<file path="src/rtl/dump_seq_pkg.sv">
// rtl/dump_seq_pkg.sv - shared types, dump address map and address sequencing helpers
package dump_seq_pkg;

    typedef enum logic [1:0] {
        IDLE  = 2'd0,
        SEQ   = 2'd1,
        FLUSH = 2'd2,
        ACK   = 2'd3
    } dump_state_e;

    localparam logic [4:0] ADDR_PRN_STATE   = 5'd6;
    localparam logic [4:0] ADDR_CODE_PHASE  = 5'd10;
    localparam logic [4:0] ADDR_MS_DATA_SUM = 5'd13;
    localparam logic [4:0] ADDR_PRN2_STATE  = 5'd15;
    localparam logic [4:0] ADDR_ACC_BASE    = 5'd16;
    localparam int         BASE_WORDS       = 9;

    // Word 14 is not part of the dump map, so the list jumps from 13 to 15.
    function automatic logic [4:0] next_addr(input logic [4:0] a);
        return (a == ADDR_MS_DATA_SUM) ? ADDR_PRN2_STATE : a + 5'd1;
    endfunction

    function automatic logic [4:0] last_addr(input logic acc, input int acc_words);
        return acc ? ADDR_ACC_BASE + 5'(acc_words - 1) : ADDR_PRN2_STATE;
    endfunction

endpackage

</file>
<file path="src/rtl/dump_sequencer_if.sv">
// rtl/dump_sequencer_if.sv - request, dump multiplexer and state buffer signals of the dump sequencer
interface dump_seq_if #(
    parameter int CH_AW = 5
) ();
    logic [3:0]       dump_req;
    logic [3:0]       dump_acc_en;
    logic [CH_AW-1:0] logic_ch_0;
    logic [CH_AW-1:0] logic_ch_1;
    logic [CH_AW-1:0] logic_ch_2;
    logic [CH_AW-1:0] logic_ch_3;
    logic [1:0]       physical_channel_index;
    logic [4:0]       state_addr;
    logic [31:0]      state_d4wt;
    logic             state_we;
    logic [CH_AW+4:0] state_waddr;
    logic [31:0]      state_wdata;
    logic             dump_busy;
    logic [3:0]       dump_active;
    logic [3:0]       dump_ack;

    modport master (
        output dump_req, dump_acc_en, logic_ch_0, logic_ch_1, logic_ch_2, logic_ch_3, state_d4wt,
        input  physical_channel_index, state_addr, state_we, state_waddr, state_wdata,
               dump_busy, dump_active, dump_ack
    );

    modport slave (
        input  dump_req, dump_acc_en, logic_ch_0, logic_ch_1, logic_ch_2, logic_ch_3, state_d4wt,
        output physical_channel_index, state_addr, state_we, state_waddr, state_wdata,
               dump_busy, dump_active, dump_ack
    );
endinterface

</file>
<file path="src/rtl/rr_arbiter_4.sv">
// rtl/rr_arbiter_4.sv - pending dump latch with four-way round-robin grant
module rr_arbiter_4 (
    input  logic       clk,
    input  logic       rst,
    input  logic [3:0] req,
    input  logic [3:0] acc_en,
    input  logic       grant_en,
    output logic       any_pend,
    output logic [3:0] grant,
    output logic [1:0] grant_idx,
    output logic       grant_acc
);
    logic [3:0] pend;
    logic [3:0] acc_pend;
    logic [1:0] ptr;

    always_comb begin
        logic       found;
        logic [1:0] idx;
        found     = 1'b0;
        idx       = ptr;
        grant_idx = ptr;
        for (int k = 0; k < 4; k++) begin
            idx = ptr + 2'(k);
            if (!found && pend[idx]) begin
                found     = 1'b1;
                grant_idx = idx;
            end
        end
        any_pend  = |pend;
        grant     = (grant_en && any_pend) ? (4'b0001 << grant_idx) : 4'b0000;
        grant_acc = acc_pend[grant_idx];
    end

    // A request landing on the grant cycle survives the clear, so that channel is dumped again.
    always_ff @(posedge clk or posedge rst) begin
        if (rst) begin
            pend     <= 4'b0000;
            acc_pend <= 4'b0000;
            ptr      <= 2'd0;
        end else begin
            pend     <= (pend & ~grant) | req;
            acc_pend <= (acc_pend & ~req) | (acc_en & req);
            if (|grant) begin
                ptr <= grant_idx + 2'd1;
            end
        end
    end
endmodule

</file>
<file path="src/rtl/dump_sequencer.sv">
// rtl/dump_sequencer.sv - time-shares the state dump multiplexer and writes dumped words to the state buffer
module dump_sequencer
    import dump_seq_pkg::*;
#(
    parameter int CH_AW     = 5,
    parameter int ACC_WORDS = 8
) (
    input  logic       clk,
    input  logic       rst,
    dump_seq_if.slave  bus
);
    dump_state_e      state, state_nxt;
    logic             any_pend, grant_acc, last;
    logic [3:0]       grant, gidx_onehot;
    logic [1:0]       grant_idx, gidx_q;
    logic             acc_q, we_q;
    logic [CH_AW-1:0] lch_sel, lch_q;
    logic [4:0]       addr_q, waddr_lo_q;

    rr_arbiter_4 u_arb (
        .clk       (clk),
        .rst       (rst),
        .req       (bus.dump_req),
        .acc_en    (bus.dump_acc_en),
        .grant_en  (state == IDLE),
        .any_pend  (any_pend),
        .grant     (grant),
        .grant_idx (grant_idx),
        .grant_acc (grant_acc)
    );

    always_comb begin
        case (grant_idx)
            2'd0:    lch_sel = bus.logic_ch_0;
            2'd1:    lch_sel = bus.logic_ch_1;
            2'd2:    lch_sel = bus.logic_ch_2;
            default: lch_sel = bus.logic_ch_3;
        endcase
    end

    assign last = (addr_q == last_addr(acc_q, ACC_WORDS));

    always_ff @(posedge clk or posedge rst) begin
        if (rst) begin
            state <= IDLE;
        end else begin
            state <= state_nxt;
        end
    end

    always_comb begin
        state_nxt = state;
        case (state)
            IDLE:    if (any_pend) state_nxt = SEQ;
            SEQ:     if (last) state_nxt = FLUSH;
            FLUSH:   state_nxt = ACK;
            default: state_nxt = IDLE;
        endcase
    end

    // The write trails the address by one cycle to match the registered mux word.
    always_ff @(posedge clk or posedge rst) begin
        if (rst) begin
            gidx_q     <= 2'd0;
            acc_q      <= 1'b0;
            lch_q      <= '0;
            addr_q     <= 5'd0;
            we_q       <= 1'b0;
            waddr_lo_q <= 5'd0;
        end else begin
            we_q       <= (state == SEQ);
            waddr_lo_q <= addr_q;
            case (state)
                IDLE: begin
                    if (any_pend) begin
                        gidx_q <= grant_idx;
                        acc_q  <= grant_acc;
                        lch_q  <= lch_sel;
                        addr_q <= ADDR_PRN_STATE;
                    end
                end
                SEQ:     addr_q <= last ? 5'd0 : next_addr(addr_q);
                default: addr_q <= 5'd0;
            endcase
        end
    end

    assign gidx_onehot = 4'b0001 << gidx_q;

    always_comb begin
        bus.dump_busy   = (state == SEQ) || (state == FLUSH);
        bus.dump_active = bus.dump_busy ? gidx_onehot : 4'b0000;
        bus.dump_ack    = (state == ACK) ? gidx_onehot : 4'b0000;
    end

    assign bus.physical_channel_index = gidx_q;
    assign bus.state_addr             = addr_q;
    assign bus.state_we               = we_q;
    assign bus.state_waddr            = {lch_q, waddr_lo_q};
    assign bus.state_wdata            = bus.state_d4wt;
endmodule

</file>
<file path="src/flat_wrapper.sv">
// flat-port wrapper written by rule: the top's interface ports become plain ports
module dump_sequencer_flat import dump_seq_pkg::*;
#(
    parameter int CH_AW     = 5,
    parameter int ACC_WORDS = 8
)
  (clk, rst, bus_dump_req, bus_dump_acc_en, bus_logic_ch_0, bus_logic_ch_1, bus_logic_ch_2, bus_logic_ch_3, bus_state_d4wt, bus_physical_channel_index, bus_state_addr, bus_state_we, bus_state_waddr, bus_state_wdata, bus_dump_busy, bus_dump_active, bus_dump_ack);
  dump_seq_if #(.CH_AW(CH_AW)) bus_i ();
  input  logic clk;
  input  logic rst;
  input wire logic [$bits(bus_i.dump_req)-1:0] bus_dump_req;
  input wire logic [$bits(bus_i.dump_acc_en)-1:0] bus_dump_acc_en;
  input wire logic [$bits(bus_i.logic_ch_0)-1:0] bus_logic_ch_0;
  input wire logic [$bits(bus_i.logic_ch_1)-1:0] bus_logic_ch_1;
  input wire logic [$bits(bus_i.logic_ch_2)-1:0] bus_logic_ch_2;
  input wire logic [$bits(bus_i.logic_ch_3)-1:0] bus_logic_ch_3;
  input wire logic [$bits(bus_i.state_d4wt)-1:0] bus_state_d4wt;
  output wire logic [$bits(bus_i.physical_channel_index)-1:0] bus_physical_channel_index;
  output wire logic [$bits(bus_i.state_addr)-1:0] bus_state_addr;
  output wire logic [$bits(bus_i.state_we)-1:0] bus_state_we;
  output wire logic [$bits(bus_i.state_waddr)-1:0] bus_state_waddr;
  output wire logic [$bits(bus_i.state_wdata)-1:0] bus_state_wdata;
  output wire logic [$bits(bus_i.dump_busy)-1:0] bus_dump_busy;
  output wire logic [$bits(bus_i.dump_active)-1:0] bus_dump_active;
  output wire logic [$bits(bus_i.dump_ack)-1:0] bus_dump_ack;
  assign bus_i.dump_req = bus_dump_req;
  assign bus_i.dump_acc_en = bus_dump_acc_en;
  assign bus_i.logic_ch_0 = bus_logic_ch_0;
  assign bus_i.logic_ch_1 = bus_logic_ch_1;
  assign bus_i.logic_ch_2 = bus_logic_ch_2;
  assign bus_i.logic_ch_3 = bus_logic_ch_3;
  assign bus_i.state_d4wt = bus_state_d4wt;
  assign bus_physical_channel_index = bus_i.physical_channel_index;
  assign bus_state_addr = bus_i.state_addr;
  assign bus_state_we = bus_i.state_we;
  assign bus_state_waddr = bus_i.state_waddr;
  assign bus_state_wdata = bus_i.state_wdata;
  assign bus_dump_busy = bus_i.dump_busy;
  assign bus_dump_active = bus_i.dump_active;
  assign bus_dump_ack = bus_i.dump_ack;
  dump_sequencer #(.CH_AW(CH_AW), .ACC_WORDS(ACC_WORDS)) u_core (.clk(clk), .rst(rst), .bus(bus_i));
endmodule
</file>
<file path="config.mk">
export PLATFORM = sky130hd
export DESIGN_NAME = dump_sequencer_flat
export DESIGN_NICKNAME = d
export VERILOG_FILES = /design/src/rtl/dump_seq_pkg.sv /design/src/rtl/dump_sequencer_if.sv /design/src/rtl/rr_arbiter_4.sv /design/src/rtl/dump_sequencer.sv /design/src/flat_wrapper.sv
export SDC_FILE = /design/constraint.sdc
export NUM_CORES = 1
export LEC_CHECK = 0
export ABC_AREA = 1
export CELL_PAD_IN_SITES_DETAIL_PLACEMENT = 0
export CELL_PAD_IN_SITES_GLOBAL_PLACEMENT = 1
export CORE_MARGIN = 2
export CORE_UTILIZATION = 26
export CTS_CLUSTER_DIAMETER = 60
export DETAILED_ROUTE_END_ITERATION = 8
export PLACE_DENSITY_LB_ADDON = 0.1
export SLEW_MARGIN = 20
export SYNTH_ARGS = -nofsm -noshare
export SYNTH_HDL_FRONTEND = slang
export SYNTH_SLANG_ARGS = --single-unit
</file>
<file path="constraint.sdc">
create_clock -name clk -period 2.4 [get_ports clk]
set_input_delay 0.48 -clock clk [delete_from_list [all_inputs] [get_ports clk]]
set_output_delay 0.48 -clock clk [all_outputs]
set_load 0.01 [all_outputs]
</file>
# --- Word-level counts from Yosys, hierarchy flattened ---
# Index checks and enable logic that the tools add are counted.
op_classes:
  add_sub_neg: 5
  n_lt_le_gt_ge: 5
  eq_ne: 9
  shift: 2
  mux: 28
  n_bitwise: 7
  n_reduce_logical: 14
op_table:
  columns: ["operator", "count"]
  rows:
  - ["$mux W5", 4]
  - ["$lt A2 B3 Y1 const B", 5]
  - ["$pmux W5 S3", 1]
  - ["$and A4 B4 Y4", 3]
  - ["$mux W4", 3]
  - ["$bmux W1 S2", 5]
  - ["$mux W2", 5]
  - ["$pmux W5 S2", 1]
  - ["$mux W1", 8]
  - ["$not A4 Y4", 2]
  - ["$or A4 B4 Y4", 2]
  - ["$reduce_or A4 Y1", 2]
  - ["$shl A1 B2 Y4 const A", 2]
  - ["$eq A2 B2 Y1 const B", 3]
  - ["$pmux W2 S3", 1]
  - ["$add A5 B1 Y5 const B", 1]
  - ["$eq A5 B4 Y1 const B", 1]
  - ["$eq A5 B5 Y1", 1]
  - ["$add A2 B1 Y2 const B", 2]
  - ["$add A2 B2 Y2 const B", 2]
  - ["$eq A2 B1 Y1 const B", 2]
  - ["$logic_and A1 B1 Y1", 4]
  - ["$logic_not A2 Y1", 2]
  - ["$ne A2 B1 Y1 const B", 2]
  - ["other kinds (3)", 6]
word_totals:
  ff_bits: 31
  inputBits: 62
  wordCells: 80

# --- Depth between registers and ports, before layout ---
logic_depth:
  depth_word: 17
  depth_mapped: 16
  mapped_depth_nobuf: 16

# --- Modules after synthesis ---
# Synthesis repeated with hierarchy kept, for this count alone.
hier_totals:
  cells_unflattened: 330
  hier_area_um2: 2304.7
by_module_without_submodules:
  columns: ["mod", "n_inst", "cells_per_inst", "area_per_inst_um2", "seq_area_each_um2"]
  rows:
  - ["dump_sequencer", 1, 183, 1387.6, 525.5]
  - ["rr_arbiter_4", 1, 147, 917.1, 250.2]

# --- Least setup slack after synthesis ---
# OpenSTA, ideal clock, no wires.
synth_path:
  path_type: "register to register"
  startpoint: "register u_core.u_arb.ptr[0]"
  endpoint: "register u_core.u_arb.ptr[0]"
  setup_time_ns: 0.133
  arrival_time_ns: 1.948
  path_slack_ns: 0.319
  path_stages_with_launch: 15
  path_buffers: 1
  cell_sequence: "dfrtp_1 > buf_6 > nand2_2 > nand3_1 > nand2_2 > inv_2 > nor2_8 > nand2_4 > nand3_1 > nand2_2 > inv_2 > ha_1 > inv_1 > a41oi_1 > o21ai_0"
synth_via:
  elab_chain_cells: 15
  word_cells_on_any_way: 27
  classes_between: "add/sub (4); shift (1); mux (15); reduce/logical (7)"
synth_lines:
  columns: ["item", "line_no", "source"]
  rows:
  - ["start, declared", "rr_arbiter_4.sv:15", "logic [1:0] ptr;"]
  - ["start signal, assigned", "rr_arbiter_4.sv:45", "ptr <= grant_idx + 2'd1;"]
  - ["branches (longest 11 deep; another with $add A2 B1 Y2)", null, null]
  - ["$mux W2 (*)", "rr_arbiter_4.sv:25", "if (!found && pend[idx]) begin"]
  - ["via u_core.grant_idx[1]", "dump_sequencer.sv:15", "logic [1:0] grant_idx, gidx_q;"]
  - ["$shl A1 B2 Y4 (*)", "rr_arbiter_4.sv:31", "grant = (grant_en && any_pend) ? (4'b0001 << grant_idx) : 4'b0000;"]
  - ["$mux W4 (*)", "rr_arbiter_4.sv:31", null]
  - ["$reduce_or A4 Y1 (*)", "rr_arbiter_4.sv:44", "if (|grant) begin"]
# Mark *: on every way through the listed nets, which the timed path passes. The select of a mux whose other input is x is not followed.
# A chain may end at the register's enable or synchronous reset.

# --- Worst setup path after layout ---
layout_path:
  startpoint: "register u_core.u_arb.ptr[0]"
  endpoint: "register u_core.lch_q[3]"
layout_via:
  elab_chain_cells: 14
  word_cells_on_any_way: 27
  classes_between: "add/sub (3); eq/ne (2); mux (15); reduce/logical (7)"
layout_lines:
  columns: ["item", "line_no", "source"]
  rows:
  - ["branches (longest 11 deep; another with $add A2 B1 Y2)", null, null]
  - ["$mux W2 (*)", "rr_arbiter_4.sv:25", null]
  - ["$eq A2 B2 Y1, or another cell as far along", "dump_sequencer.sv:33", "case (grant_idx)"]
  - ["$pmux W5 S3 (*)", "dump_sequencer.sv:33", null]
  - ["end signal, assigned", "dump_sequencer.sv:78", "lch_q <= lch_sel;"]
  - ["end, declared", "dump_sequencer.sv:17", "logic [CH_AW-1:0] lch_sel, lch_q;"]
# Every way passes the cells marked *. The select of a mux whose other input is x is not followed.

==> flow_summary.rst <==
.. list-table::
   :header-rows: 1

   * - Metric
     - Value
   * - Number of buffers added by the clock tree synthesis step
     - 5
   * - Worst-skew pair later-pin latency
     - 0.28 ns
   * - Diode insertion count for antenna repair
     - 0
   * - Share of the yosys chip area belonging to registers
     - 0.360
   * - Worst Hold Depth
     - 0
   * - Total track usage
     - 0.120
   * - Flip-flop and latch count after synthesis
     - 31
   * - Register Area
     - 778 um2
   * - Worst endpoint required time
     - roughly 2.6 ns
   * - Post-Route Setup TNS
     - 0 ns
   * - Instance count after placement with tap cells included
     - 419
   * - Cell Rows
     - 33
   * - Slowest cell on the critical path
     - sky130_fd_sc_hd__dfrtp_2
   * - DR DRC count
     - 0
   * - Worst setup path class
     - reg2reg
   * - Leakage
     - between 1 and 1.5 nW
   * - Overflow after GRT
     - 0
   * - Maximum buffer depth of the clock tree
     - 2
   * - Post-synth EDFFs
     - 0
   * - Final cell area excluding filler cells
     - 0.00290 mm2
   * - Relative slew margins
     - 0.727
   * - Critical path launch point type
     - flop
   * - Boundary Pins
     - 121
   * - Post-synthesis cell area
     - ~0.0022 mm2
   * - Endpoint type of the worst setup path
     - flop
   * - Post-synthesis compound-gate area fraction
     - 0.111
   * - Total iterations of the first detailed-routing run
     - 4
   * - Number of nets in the finished design
     - between 300 and 400
   * - 1st-iter DRT viols
     - 36
   * - Placed Area
     - 0.00265 mm2
   * - Fraction of synthesis flops using an asynchronous set or reset pin
     - 1.00
   * - Worst Hold Margin
     - 0.446 ns
   * - Final period util
     - 0.933
   * - Die H
     - between 90 and 100 um
   * - Clock tree root buffer cell
     - sky130_fd_sc_hd__clkbuf_8
   * - CTS HTree Levels
     - 2
   * - Power per Cell Area
     - between 1000 and 1500 mW/mm2
   * - Pins over their slew limit
     - 0
   * - Arrival time of the worst setup path
     - between 2 and 2.5 ns
   * - Setup violations, final
     - 0
   * - Status
     - complete, no violations
   * - Worst hold path startpoint
     - u_core.bus.state_addr[1]
   * - Least-Margin Pin Slew
     - just over 0.4 ns
   * - Fillers
     - 863
   * - Post-detailed-route count of antenna-violating nets
     - 0
   * - First-pass GRT wire length
     - ~8400 um
   * - Maximum clock skew at final layout
     - 0.00617 ns
   * - Vias in the first global route
     - 1,784
   * - Final WL
     - 5380 um
   * - Unrepaired setup endpoints after global routing
     - yes
   * - Startpoint of the worst-slack reg-to-reg timing path
     - u_core.u_arb.ptr[0]
   * - CP cell instances
     - buf_6 > nand2_2 > nand3_2 > nand2_4 > inv_4 > nor2_8 > nand2_4 > nand3_1 > nand2_2 > buf_4 > ha_1 > buf_4 > nand2_1 > a31oi_1 > o21ai_1 > nand2_1
   * - Primary flip-flop cell chosen by synthesis mapping
     - sky130_fd_sc_hd__dfrtp_1
   * - Syn_area_per_cell
     - 7.56 um2
   * - Number of distinct library cell variants in the gate-level netlist after synthesis
     - 28
   * - Number of endpoints with negative hold slack in the final report
     - 0
   * - Combinational family with the most area after synthesis
     - simple AND/OR/NAND/NOR gates
   * - Area fraction of the dominant cell type after synthesis
     - 0.360
   * - Cells after synthesis
     - 285
   * - Peak fanout along the critical path
     - 5
   * - Hold EP
     - u_core.waddr_lo_q[1]
   * - Ratio of cells with drive above 1 in the final layout
     - 0.174
   * - Pin count of the biggest net entering global routing
     - 32
   * - Initial Util
     - 0.265
   * - Die boundary width
     - 95.1 um
   * - Share of synthesized cell area in full adder, half adder and majority cells
     - 0.0638
   * - Die area
     - roughly 0.0090 mm2
   * - Num Clock Sinks
     - 31
   * - Clock input transition at the sequential cells of the worst setup and hold paths
     - 0.07 ns
   * - Max-Cap Viols
     - 0
   * - Most common cell in the synthesized netlist
     - sky130_fd_sc_hd__nand2_1
   * - Filler-free cell count of the finished design
     - between 400 and 500
   * - Area of combinational cells with multiple inputs
     - 0.00104 mm2
   * - Cell count of the worst reg-to-reg path
     - 16
   * - Worst R2R End
     - u_core.lch_q[3]
   * - Maximum vdd ir drop
     - 0.000404 V
   * - Net count after synthesis
     - ~360
   * - Share of the core filled with cells
     - 0.356
   * - Number of I/O port buffers
     - 56
   * - Cells taking the most area after synthesis
     - sky130_fd_sc_hd__dfrtp_1 36%, sky130_fd_sc_hd__nand2_1 14%, sky130_fd_sc_hd__buf_4 11%, sky130_fd_sc_hd__ha_1 6.4%, sky130_fd_sc_hd__inv_1 5.7%
   * - Average vias per placed instance
     - approximately 4.3
   * - Antenna violations before repair
     - 0
   * - XOR/XNOR Fraction of Synth Area
     - 0
   * - Core Footprint
     - between 0.008 and 0.009 mm2
   * - Post-synthesis simple-gate area fraction
     - 0.279
   * - Min-delay worst type
     - reg2reg
   * - Most instantiated cells after synthesis
     - 80 x sky130_fd_sc_hd__nand2_1, 33 x sky130_fd_sc_hd__inv_1, 32 x sky130_fd_sc_hd__buf_4, 31 x sky130_fd_sc_hd__dfrtp_1, 23 x sky130_fd_sc_hd__o21ai_0
   * - Minimum period implied by the final worst setup slack
     - between 2 and 2.5 ns
   * - Post-synthesis cell type with the largest combined area
     - sky130_fd_sc_hd__dfrtp_1
   * - Maximum frequency from static timing analysis
     - between 400 and 500 MHz
   * - Syn-to-layout area delta
     - 34.5%
   * - CTS tree
     - built
   * - Multiplexer share of the synthesized area
     - 0
   * - Placer Congestion
     - between 0.8 and 0.9
   * - Post-cts hold buffer count
     - 0
   * - Delay of the slowest cell on the worst path
     - ~0.44 ns
   * - Worst reg-to-reg setup slack
     - approximately 0.16 ns
   * - Routed wirelength normalized by instance count
     - between 10 and 15 um
   * - Detailed-route via count
     - 1,852
   * - HPWL after detailed placement
     - roughly 4100 um
   * - Synthesis warning total
     - 0
power breakdown:
part | leakage, nW | internal, W | switching [W]
registers | 0.375 | 0.000729 | 0.000195
clock network | 0.0612 | 0.000336 | 0.000201
logic | 1.02 | 0.00114 | 0.00154
total | 1.46 | 0.00221 | 0.00194
through the flow:
step	power, W	setup slack, ns
2_1_floorplan	0.00253	0.319
5_1_grt	0.00458	-0.0187
4_1_cts	0.00397	0.0210
6_report	0.00414	0.161
3_5_place_dp	0.00340	0.0937
3_3_place_gp	0.00344	0.0894
cells in the final DEF (no fill, tap or decap), types with 6 or more instances in the layout:
master	n
sky130_fd_sc_hd__buf_4	11
sky130_fd_sc_hd__clkbuf_8	6
sky130_fd_sc_hd__clkdlybuf4s50_1	52
sky130_fd_sc_hd__dfrtp_1	29
sky130_fd_sc_hd__ha_1	10
sky130_fd_sc_hd__inv_1	33
sky130_fd_sc_hd__nand2_1	79
sky130_fd_sc_hd__nand2_2	9
sky130_fd_sc_hd__nand3_1	8
sky130_fd_sc_hd__nor2_1	8
sky130_fd_sc_hd__nor3_1	9
sky130_fd_sc_hd__o21ai_0	20
timing repair:
item / 4_1_cts / 5_1_grt
gates resized for setup: 0 / 30
hold endpoints to repair: 0 / 0
setup buffers: 0 / 4
setup endpoints to repair: 0 / 11
metal layers:
metal	track usage	wire length [um]	vias to the layer above
met1	0.165	2530	823
li1	-	-	952
met5	0	0	-
met3	0.0285	351	5
met2	0.190	2430	72
met4	0.0326	66	0
final cells by class:
class,count,share of cell area
Clock inverter,2,0.0121
Inverter,38,0.0527
Clock buffer,6,0.0285
Tap cell,105,0.0453
Sequential cell,31,0.268
Multi-Input combinational cell,181,0.360
Timing Repair Buffer,69,0.233
worst max-delay path by stage:
| stage | start | endpoint | cells past startpoint |
|---|---|---|---|
| 6_report | u_core.u_arb.ptr[0] | u_core.lch_q[3] | 16 |
| 4_1_cts | u_core.state[0] | bus_dump_active[0] | 5 |
| 3_3_place_gp | u_core.u_arb.ptr[0] | u_core.lch_q[1] | 15 |
| 5_1_grt | u_core.u_arb.ptr[0] | u_core.lch_q[2] | 14 |
| 3_5_place_dp | u_core.u_arb.ptr[0] | u_core.lch_q[2] | 15 |
| 2_1_floorplan | u_core.u_arb.ptr[0] | u_core.u_arb.ptr[0] | 14 |
cell families after synthesis:
logic type	after synthesis
DFF	31
buffers and inverters	73
AOI/OAI and AO/OA	42
and+or+nand+nor	128
adders and majority gates	11
critical path: cells and delay by family, from the launching register on:
family | cells | cell delay [ns]
AO/OA/AOI/OAI | 2 | 0.16
buffers and inverters | 4 | 0.51
adder cells (fa/ha/maj) | 1 | 0.20
flip-flops | 1 | 0.44
AND/OR/NAND/NOR | 9 | 0.80
No activity file was read; power rests on OpenSTA's default activity.
